<file path="config.mk">
export PLATFORM = sky130hd
export DESIGN_NAME = memory_arbiter_n
export DESIGN_NICKNAME = d
export VERILOG_FILES = /design/src/rtl/memory_arbiter_n.sv
export SDC_FILE = /design/constraint.sdc
export NUM_CORES = 1
export LEC_CHECK = 0
export ABC_AREA = 1
export CORE_AREA = 3 3 197 199
export CTS_BUF_LIST = sky130_fd_sc_hd__clkbuf_8
export CTS_CLUSTER_SIZE = 40
export DETAILED_ROUTE_END_ITERATION = 7
export DIE_AREA = 0 0 200 202
export GPL_TIMING_DRIVEN = 0
export HOLD_SLACK_MARGIN = 0.05
export SLEW_MARGIN = 15
export SYNTH_ARGS = -nofsm -noshare
export SYNTH_HDL_FRONTEND = slang
export SYNTH_SLANG_ARGS = --single-unit
</file>
<file path="constraint.sdc">
create_clock -name CLK -period 1.65 [get_ports CLK]
set_input_delay 0.4125 -clock CLK [delete_from_list [all_inputs] [get_ports CLK]]
set_output_delay 0.4125 -clock CLK [all_outputs]
set_load 0.01 [all_outputs]
</file>
<file path="src/rtl/memory_arbiter_n.sv">
// rtl/memory_arbiter_n.sv - round-robin memory arbiter with snoop and cache-to-cache transfer for N cache pairs
module memory_arbiter_n #(
    parameter int CPUS     = 2,
    parameter int BLKWORDS = 2
) (
    input  logic                  CLK,
    input  logic                  RST,
    input  logic [CPUS-1:0]       iREN,
    input  logic [CPUS-1:0]       dREN,
    input  logic [CPUS-1:0]       dWEN,
    input  logic [CPUS-1:0]       ccwrite,
    input  logic [CPUS-1:0]       cctrans,
    input  logic [CPUS-1:0][31:0] iaddr,
    input  logic [CPUS-1:0][31:0] daddr,
    input  logic [CPUS-1:0][31:0] dstore,
    output logic [CPUS-1:0]       iwait,
    output logic [CPUS-1:0]       dwait,
    output logic [CPUS-1:0]       ccwait,
    output logic [CPUS-1:0]       ccinv,
    output logic [CPUS-1:0][31:0] iload,
    output logic [CPUS-1:0][31:0] dload,
    output logic [CPUS-1:0][31:0] ccsnoopaddr,
    output logic                  ramREN,
    output logic                  ramWEN,
    output logic [31:0]           ramaddr,
    output logic [31:0]           ramstore,
    input  logic [31:0]           ramload,
    input  logic [1:0]            ramstate
);
    localparam int IW = $clog2(CPUS);
    localparam int WW = (BLKWORDS > 1) ? $clog2(BLKWORDS) : 1;
    // RAM handshake encoding: FREE=0, BUSY=1, ACCESS=2, ERROR=3
    localparam logic [1:0]    RAM_ACCESS = 2'b10;
    localparam logic [WW-1:0] LAST_WORD  = WW'(BLKWORDS - 1);

    typedef enum logic [2:0] {IDLE, ARB, SNOOP, LD, CL, WB, IF} state_t;

    state_t        state, state_n;
    logic [IW-1:0] req, req_n;
    logic [IW-1:0] src, src_n;
    logic [IW-1:0] dptr, dptr_n;
    logic [IW-1:0] iptr, iptr_n;
    logic [WW-1:0] wcnt, wcnt_n;
    logic          access;
    logic [IW:0]   c_pick, d_pick, i_pick, s_pick;

    // First requester at or after ptr, wrapping; MSB flags that one was found.
    // CPUS is a power of two, so the IW-bit add wraps modulo CPUS.
    function automatic logic [IW:0] rr_pick(input logic [CPUS-1:0] r, input logic [IW-1:0] ptr);
        logic [IW:0]   pick;
        logic [IW-1:0] idx;
        pick = '0;
        for (int i = CPUS - 1; i >= 0; i--) begin
            idx = ptr + IW'(i);
            if (r[idx]) pick = {1'b1, idx};
        end
        return pick;
    endfunction

    // Lowest-index cache other than the requester that answers the snoop
    function automatic logic [IW:0] supplier(input logic [CPUS-1:0] r, input logic [IW-1:0] who);
        logic [IW:0] pick;
        pick = '0;
        for (int k = CPUS - 1; k >= 0; k--) begin
            if (r[k] && (IW'(k) != who)) pick = {1'b1, IW'(k)};
        end
        return pick;
    endfunction

    assign access = (ramstate == RAM_ACCESS);
    assign c_pick = rr_pick(cctrans, dptr);
    assign d_pick = rr_pick(dWEN, dptr);
    assign i_pick = rr_pick(iREN, iptr);
    assign s_pick = supplier(cctrans, req);

    // State, grant, pointer and word-count registers; reset abandons any transfer
    always_ff @(posedge CLK or posedge RST) begin
        if (RST) begin
            state <= IDLE;
            req   <= '0;
            src   <= '0;
            dptr  <= '0;
            iptr  <= '0;
            wcnt  <= '0;
        end else begin
            state <= state_n;
            req   <= req_n;
            src   <= src_n;
            dptr  <= dptr_n;
            iptr  <= iptr_n;
            wcnt  <= wcnt_n;
        end
    end

    // Next-state selection and per-state steering of cache and RAM signals
    always_comb begin
        state_n     = state;
        req_n       = req;
        src_n       = src;
        dptr_n      = dptr;
        iptr_n      = iptr;
        wcnt_n      = wcnt;
        iwait       = '1;
        dwait       = '1;
        ccwait      = '0;
        ccinv       = '0;
        iload       = '0;
        dload       = '0;
        ccsnoopaddr = '0;
        ramREN      = 1'b0;
        ramWEN      = 1'b0;
        ramaddr     = '0;
        ramstore    = '0;
        case (state)
            IDLE: begin
                if (c_pick[IW]) begin
                    req_n   = c_pick[IW-1:0];
                    state_n = ARB;
                end else if (d_pick[IW]) begin
                    req_n   = d_pick[IW-1:0];
                    wcnt_n  = '0;
                    state_n = WB;
                end else if (i_pick[IW]) begin
                    req_n   = i_pick[IW-1:0];
                    state_n = IF;
                end
            end
            ARB: begin
                state_n = dREN[req] ? SNOOP : IDLE;
            end
            SNOOP: begin
                for (int k = 0; k < CPUS; k++) begin
                    if (IW'(k) != req) begin
                        ccwait[k]      = 1'b1;
                        ccsnoopaddr[k] = daddr[req];
                        ccinv[k]       = ccwrite[req];
                    end
                end
                wcnt_n = '0;
                if (s_pick[IW]) begin
                    src_n   = s_pick[IW-1:0];
                    state_n = CL;
                end else begin
                    state_n = LD;
                end
            end
            LD: begin
                ramREN      = 1'b1;
                ramaddr     = daddr[req];
                dload[req]  = ramload;
                ccwait      = '1;
                ccwait[req] = 1'b0;
                if (access) begin
                    dwait[req] = 1'b0;
                    wcnt_n     = wcnt + WW'(1);
                    if (wcnt == LAST_WORD) begin
                        state_n = IDLE;
                        dptr_n  = req + IW'(1);
                    end
                end
            end
            CL: begin
                dload[req]  = dstore[src];
                ramWEN      = 1'b1;
                ramaddr     = daddr[src];
                ramstore    = dstore[src];
                ccwait[src] = 1'b1;
                if (access) begin
                    dwait[req] = 1'b0;
                    dwait[src] = 1'b0;
                    wcnt_n     = wcnt + WW'(1);
                    if (wcnt == LAST_WORD) begin
                        state_n = IDLE;
                        dptr_n  = req + IW'(1);
                    end
                end
            end
            WB: begin
                ramWEN      = 1'b1;
                ramaddr     = daddr[req];
                ramstore    = dstore[req];
                ccwait      = '1;
                ccwait[req] = 1'b0;
                if (access) begin
                    dwait[req] = 1'b0;
                    wcnt_n     = wcnt + WW'(1);
                    if (wcnt == LAST_WORD) begin
                        state_n = IDLE;
                        dptr_n  = req + IW'(1);
                    end
                end
            end
            IF: begin
                ramREN     = 1'b1;
                ramaddr    = iaddr[req];
                iload[req] = ramload;
                if (access) begin
                    iwait[req] = 1'b0;
                    state_n    = IDLE;
                    iptr_n     = req + IW'(1);
                end
            end
            default: begin
                state_n = IDLE;
            end
        endcase
    end
endmodule

</file>
==> results by group, run 1 <==
Outcome
  • Outcome: finished with violations
  • Violated checks: setup timing

Final layout
  • Non-Filler Instances: 2,192
  • Fraction of layout instances using a drive strength above 1: 53.93%
  • Layout Area Growth over Synthesis: 238.9%
  • Final nets: 1,919
  • Fill cell count: 3,773

Clocking
  • CTS max path bufs: 2
  • CTS tree: yes
  • Root Driver: clkbuf_8
  • Htree depth: 1
  • TritonCTS Buffers: 3
  • Worst-Skew Late Latency: 0.24 ns
  • Clock edge transition at the registers on the reported setup and hold paths: approximately 0.05 ns
  • Cts hold-fix bufs: 0
  • Clock Sinks: 8

STA
  • Clock skew: 0.006426 ns
  • Slew @ Worst Pin: 0.3932 ns
  • Setup TNS: -136.17 ns
  • Post-route setup slack: -0.6805 ns
  • Minimum clock period: 2.331 ns
  • Slew Limit Fails: 0
  • Crit share post-route: 141.2%
  • Rel. slew slack: 73.76%
  • Tightest hold margin: approximately 0.46 ns
  • RSZ-0062 raised after global routing: true
  • Final number of hold-violating endpoints: 0
  • Fmax: 429.1 MHz
  • # setup viols final: 269

Routing
  • Average wire per standard cell: 22.75 um
  • DR pass1 iterations: 5
  • Vias after detailed routing: 9,762
  • WL final: 49,860 um
  • Detail Route Antenna Nets: 0
  • Vias per inst: 4.453
  • Drc violations: 0
  • DRT iter0 DRCs: 363

Synth
  • Synth Area in XOR/XNOR: 0%
  • Adder-cell area share of the yosys netlist: 0%
  • Post-synthesis cell count: 1,005
  • Synth Flop Type: dfrtp_1
  • Post-synthesis mux area share: 0%
  • Syn_nets: 1,243
  • Commonest cells post-synth: 314 x nand2_1, 202 x nor2_1, 155 x o21ai_0, 146 x inv_1, 33 x buf_2
  • Yosys warning total: 0
  • Simple-gate share of the synthesized area: 52.22%
  • Area contributors post-synth: nand2_1 26%, o21ai_0 17%, nor2_1 17%
  • Top-count cell post-synth: nand2_1
  • Synth Register Bits: 8
  • Synth top area share: 26.49%
  • Post-synth EDFFs: 0
  • Largest family of logic cells by synthesized area: simple AND/OR/NAND/NOR gates
  • Yosys cell types: 23
  • Async S/R FF share, synth: 100.0%
  • Compound-Gate Fraction of Synth Area: 23.96%
  • Area leader, netlist: nand2_1
  • Syn avg cell area: 4.427 sq um
  • Sequential-to-total area share from yosys stat: 4.499%
  • Netlist Area Pre-Place: between 4000 and 5000 sq um

Worst setup path
  • WP data required: between 1 and 1.5 ns
  • Worst setup SP type: flop
  • CP Data Arrival Time: 1.92 ns
  • Crit-path max FO: 8
  • Cell mode on critical path: buf_12
  • Critical path type: reg2out
  • Worst path cell trace: buf_6, nor2_4, nand2_8, inv_16, o21ai_4, buf_12, buf_12, buf_12, nor2_2, buf_2
  • CP max stage delay: 0.37 ns
  • Worst r2r src: state[1]
  • Critical Path Start: state[1]
  • Worst Setup End Kind: output pin
  • Worst path slowest cell: dfrtp_1

Power
  • P_leak: 0.006955 uW
  • Peak supply drop: 0.5564 mV
  • Power per Cell Area: 1072 nW/um^2
  • Design Power: 16,170 uW

Placed design
  • DP Cell Count: roughly 2,000
  • Gpl congestion: 0.9367
  • Port bufs: approximately 500
  • Detailed Place HPWL: ~36,000 um

Floorplan
  • Core Box Area: 37,400 sq um
  • Die height: 202 um
  • Die ar.: approximately 40,000 sq um
  • I/O pins: 504
  • Initial Utilization: 11.90%
  • Row count: around 70
  • DIE WIDTH: 200 um

Global route
  • GRT Resource Usage Total: 22.13%
  • First-pass GRT wire length: between 60,000 and 70,000 um
  • Initial antenna violation count: 1
  • Met3 Resource Use GR: 3.684%
  • Vias in the first global route: 9,912
  • Met1 usage: between 20% and 30%
  • Grt total ovfl: 0
  • GR peak layer: met2
  • M2 GR Usage: 41.67%
  • Pin count of the biggest net entering global routing: 11

Flow run
  • Max-cap violations: 0

Min path
  • HP Class: in2async
[through the flow]
step | area (sq um) | util, % | setup slack [ns]
final | 15080 | 40.32 | -0.6805
after global routing | 15080 | 40.32 | -0.7375
after CTS | 13150 | 35.15 | -0.6935
after detailed placement | 10480 | 28.03 | -1.490
after global placement | 10480 | 28.03 | -1.494
after floorplan | 4808 | - | -0.07548
[worst paths after layout]
| kind | cells after the start | slack [ns] | end |
|---|---|---|---|
| worst min-delay path | 2 | 0.46 | req |
| worst min register to register | 2 | 0.49 | wcnt |
| min in group CLK | 2 | 0.49 | wcnt |
| worst max register to register | 10 | 0.03 | state[2] |
| max in group asynchronous | 2 | 0.89 | state[0] |
| worst max-delay path | 10 | -0.68 | dload[15] |
[cells by family after synthesis]
| family | after synthesis |
|---|---|
| flip-flops | 8 |
| buffers and inverters | 217 |
| AO/OA/AOI/OAI | 204 |
| AND/OR/NAND/NOR | 576 |
[power by group]
group          switching (uW)  internal (uW)
clock network             105            164
logic                    8240           7260
registers                 121            287
[placed cells by master, fill, tap and decap left out, types with 2 or more instances in the layout]
master	n
clkdlybuf4s50_1	237
nand2_1	223
buf_6	217
nor2_4	130
inv_1	118
buf_2	110
nand2_2	63
o21ai_0	63
buf_12	57
buf_4	53
nor2_2	50
o21ai_2	50
o21ai_1	41
nor2_1	27
inv_2	26
clkbuf_16	25
nand2_4	25
nand3_1	21
buf_8	20
nand3b_1	17
o21ai_4	16
a22oi_1	13
a21oi_2	12
buf_16	8
clkbuf_8	6
nand3_2	5
nand2_8	5
nand4_1	4
nand3_4	4
dfrtp_1	4
dfrtp_2	4
a21oi_1	3
clkbuf_4	3
clkbuf_2	3
inv_12	2
a22oi_2	2
o22ai_2	2
inv_4	2
inv_8	2
[worst max-delay path: cells and delay by family (launching register included)]
kind | cells | cell delay, ns
flip-flops | 1 | 0.37
AND/OR/NAND/NOR | 3 | 0.41
AO/OA/AOI/OAI | 1 | 0.07
buffers and inverters | 6 | 0.81
[sequential cells by signal (all words and copies together) (netlist names)]
register and flops:
dptr 1, iptr 1, req 1, src 1, state 3, wcnt 1
[timing repair]
item,CTS,global route
setup buffers,111,49
resized for setup,1618,472
gates cloned,21,6
setup endpoints to repair,272,272
pin swaps,57,82
[per-layer routing]
layer,routed length [um],share of wire (%)
met1,17490,35
met2,25550,51
met3,3816,7.7
met4,3005,6.0
met5,0,0
[layout make-up]
| cell class | count | area [sq um] | area share [%] |
|---|---|---|---|
| antenna | 1 | 2.502 | 0.01659 |
| tap | 511 | 639.4 | 4.240 |
| clock buffer | 3 | 41.29 | 0.2738 |
| multi-input combinational | 780 | 5391 | 35.75 |
| inverter | 151 | 633.1 | 4.198 |
| sequential | 8 | 205.2 | 1.361 |
| timing repair buffer | 676 | 7102 | 47.10 |
| buffer | 61 | 1061 | 7.036 |
| clock inverter | 1 | 3.754 | 0.02489 |
No activity file was read; power rests on OpenSTA's default activity.
==> run 2: changes to the inputs <==
GPL_TIMING_DRIVEN = unset   (was 0)
==> run 2 against run 1 <==
  * The run still ends with setup timing left
  * Maximum frequency down 1.1%
  * Die area unchanged
  * Highest routed layer unchanged
  * Via count up 3.0%
  * Largest cell class unchanged
  * First-iteration DRC count up 4.7%
  * Register-to-register slack worse by 0.14 ns
  * Critical path type unchanged
  * Critical endpoint is now ramaddr[18]
  * Global-route usage down 0.17 points
  * Wire length down 3.6%
==> results by group, run 2 (synthesis results as in run 1) <==
Outcome
  • Outcome: finished with violations
  • Violated checks: setup timing

Min path
  • HP Class: in2async

Placed design
  • Port bufs: 503 (unchanged)
  • Gpl congestion: 0.9415 (+0.51%)
  • Detailed Place HPWL: 30,790 um (-14%)

Final layout
  • Fraction of layout instances using a drive strength above 1: 55.72% (+1.8 points)
  • Final nets: 2,030 (+5.8%)
  • Layout Area Growth over Synthesis: 242.7%
  • Commonest non-fill, non-tap cells in the layout: 237 x clkdlybuf4s50_1, 213 x nand2_1, 190 x buf_4
  • Most common cell after layout, fill and taps aside: clkdlybuf4s50_1
  • Fill cell count: 3,747 (-0.69%)
  • Reg with most FFs: state
  • Final core area utilization: 40.77% (+0.45 points)
  • Max reg flops: 3 (unchanged)

Power
  • P_leak: 0.007568 uW (+8.8%)
  • Peak supply drop: 0.6500 mV (+17%)
  • Design Power: 15,340 uW (-5.2%)
  • Power per Cell Area: 1006 nW/um^2 (-6.2%)

Flow run
  • Max-cap violations: 0 (unchanged)

Floorplan
  • Core Box Area: 37,400 sq um (unchanged)
  • DIE WIDTH: 200 um (unchanged)
  • Initial Utilization: 11.90% (unchanged)
  • Die ar.: 40,400 sq um (unchanged)
  • Die height: 202 um (unchanged)
  • I/O pins: 504 (unchanged)
  • Row count: 71 (unchanged)

Global route
  • Initial antenna violation count: 1 (unchanged)
  • First-pass GRT wire length: 66,010 um (about the same)
  • GRT Resource Usage Total: 21.96% (-0.17 points)
  • Vias in the first global route: 10,278 (+3.7%)
  • Grt total ovfl: 0 (unchanged)
  • Pin count of the biggest net entering global routing: 52 (+41)

Worst setup path
  • Critical path type: reg2out
  • WP data required: 1.24 ns (about the same)
  • Worst path slowest cell: dfrtp_1
  • Worst path cell trace: buf_6, nor2_4, nand2_8, nor2_4, buf_12, buf_8, nand2_2, nand2_1, a21oi_1, nand2_1, buf_2
  • Worst setup SP type: flop
  • CP Data Arrival Time: 1.94 ns (+0.02 ns)
  • Worst Setup End Kind: output pin
  • CP max stage delay: 0.41 ns (+0.04 ns)
  • Crit-path max FO: 6 (-2)

Clocking
  • TritonCTS Buffers: 3 (unchanged)
  • Htree depth: 1 (unchanged)
  • Worst-Skew Late Latency: 0.24 ns (about the same)
  • Root Driver: clkbuf_8
  • Cts hold-fix bufs: 0 (unchanged)
  • Clock Sinks: 8 (unchanged)
  • Clock edge transition at the registers on the reported setup and hold paths: 0.05 ns (about the same)
  • CTS max path bufs: 2 (unchanged)
  • CTS tree: yes

Routing
  • Vias per inst: 4.364 (-2.0%)
  • DR pass1 iterations: 5 (unchanged)
  • Average wire per standard cell: 20.87 um (-8.3%)
  • DRT iter0 DRCs: 380 (+4.7%)
  • Vias after detailed routing: 10,051 (+3.0%)
  • Drc violations: 0 (unchanged)
  • Detail Route Antenna Nets: 0 (unchanged)
  • WL final: 48,060 um (-3.6%)

STA
  • # setup viols final: 271 (+0.74%)
  • Final number of hold-violating endpoints: 0 (unchanged)
  • Slew @ Worst Pin: 0.4190 ns (+0.02584 ns)
  • Minimum clock period: 2.357 ns (+0.02638 ns)
  • Fmax: 424.3 MHz (-1.1%)
  • RSZ-0062 raised after global routing: true
  • Post-route setup slack: -0.7069 ns (-0.02638 ns)
  • Crit share post-route: 142.8% (+1.6 points)
  • Clock skew: 0.004162 ns (-0.002263 ns)
  • Setup TNS: -142.15 ns (-5.985 ns)
  • Rel. slew slack: 71.77% (-2.0 points)
  • Slew Limit Fails: 0 (unchanged)
-- run 2: changes by cell type in the layout (fill, tap and decap cells not counted), sizes merged --
cell	previous run	this run
clkbuf	37	12
clkdlybuf4s15	0	12
buf	465	587
inv	152	151
clkinv	0	1
bufbuf	1	3
-- run 2: per-layer routing --
layer,part of all wire [%],vias to the layer above,track usage (%)
met5,0,-,0
met4,3.3,0,7.602
met3,7.4,74,4.101
met2,54,501,42.15
met1,35,4762,23.68
li1,-,4714,-
-- run 2: area by class of cell --
class	count	area (sq um)	share of cell area, %
repair buffers	848	8529	55.93
flip-flops and latches	8	205.2	1.346
inverters	151	613.1	4.020
multi-input cells	780	5215	34.20
well taps	511	639.4	4.193
clock inverters	1	3.754	0.02461
diodes	1	2.502	0.01641
clock buffers	3	41.29	0.2708
-- run 2: critical path, delay by kind of cell, from the launching register on --
kind | cells | cell delay, ns
simple gates | 6 | 0.66
flops | 1 | 0.41
compound gates | 1 | 0.04
buf+inv | 4 | 0.58
-- run 2: path summary, 6_finish.rpt --
| check | end | startpoint | slack (ns) | depth (start not counted) |
|---|---|---|---|---|
| worst min register to register | wcnt | wcnt | 0.49 | 2 |
| worst max-delay path | ramaddr[18] | state[1] | -0.71 | 11 |
| worst max register to register | dptr | state[1] | -0.11 | 12 |
| max in group asynchronous | req | RST | 0.93 | 2 |
| worst min-delay path | state[1] | RST | 0.44 | 2 |
| min in group CLK | wcnt | wcnt | 0.49 | 2 |
-- run 2: metrics by stage --
stage	std cells	hold slack (ns)	worst slack, ns	cell area (sq um)
floorplan	1005	0.2281	-0.07548	4808
global placement	2157	0.4655	-1.025	11900
detailed placement	2157	0.4778	-1.010	11900
CTS	2287	0.4532	-0.6753	14300
global route	2303	0.4771	-0.7696	15250
finish	2303	0.4418	-0.7069	15250
-- run 2: power by group --
| part | switching [uW] | total (uW) | internal [uW] | leakage (uW) |
|---|---|---|---|---|
| combinational | 7730 | 14700 | 6960 | 0.00745 |
| sequential | 99.5 | 387 | 287 | 0.0000948 |
| clock | 99.0 | 262 | 163 | 0.0000269 |
| total | 7930 | 15300 | 7410 | 0.00757 |
-- run 2: repair_timing --
item                       in CTS  in global routing
pin swaps                      60                 65
setup buffers                  98                 19
resized for setup            1482                249
setup endpoints to repair     268                272
gates cloned                   32                  2
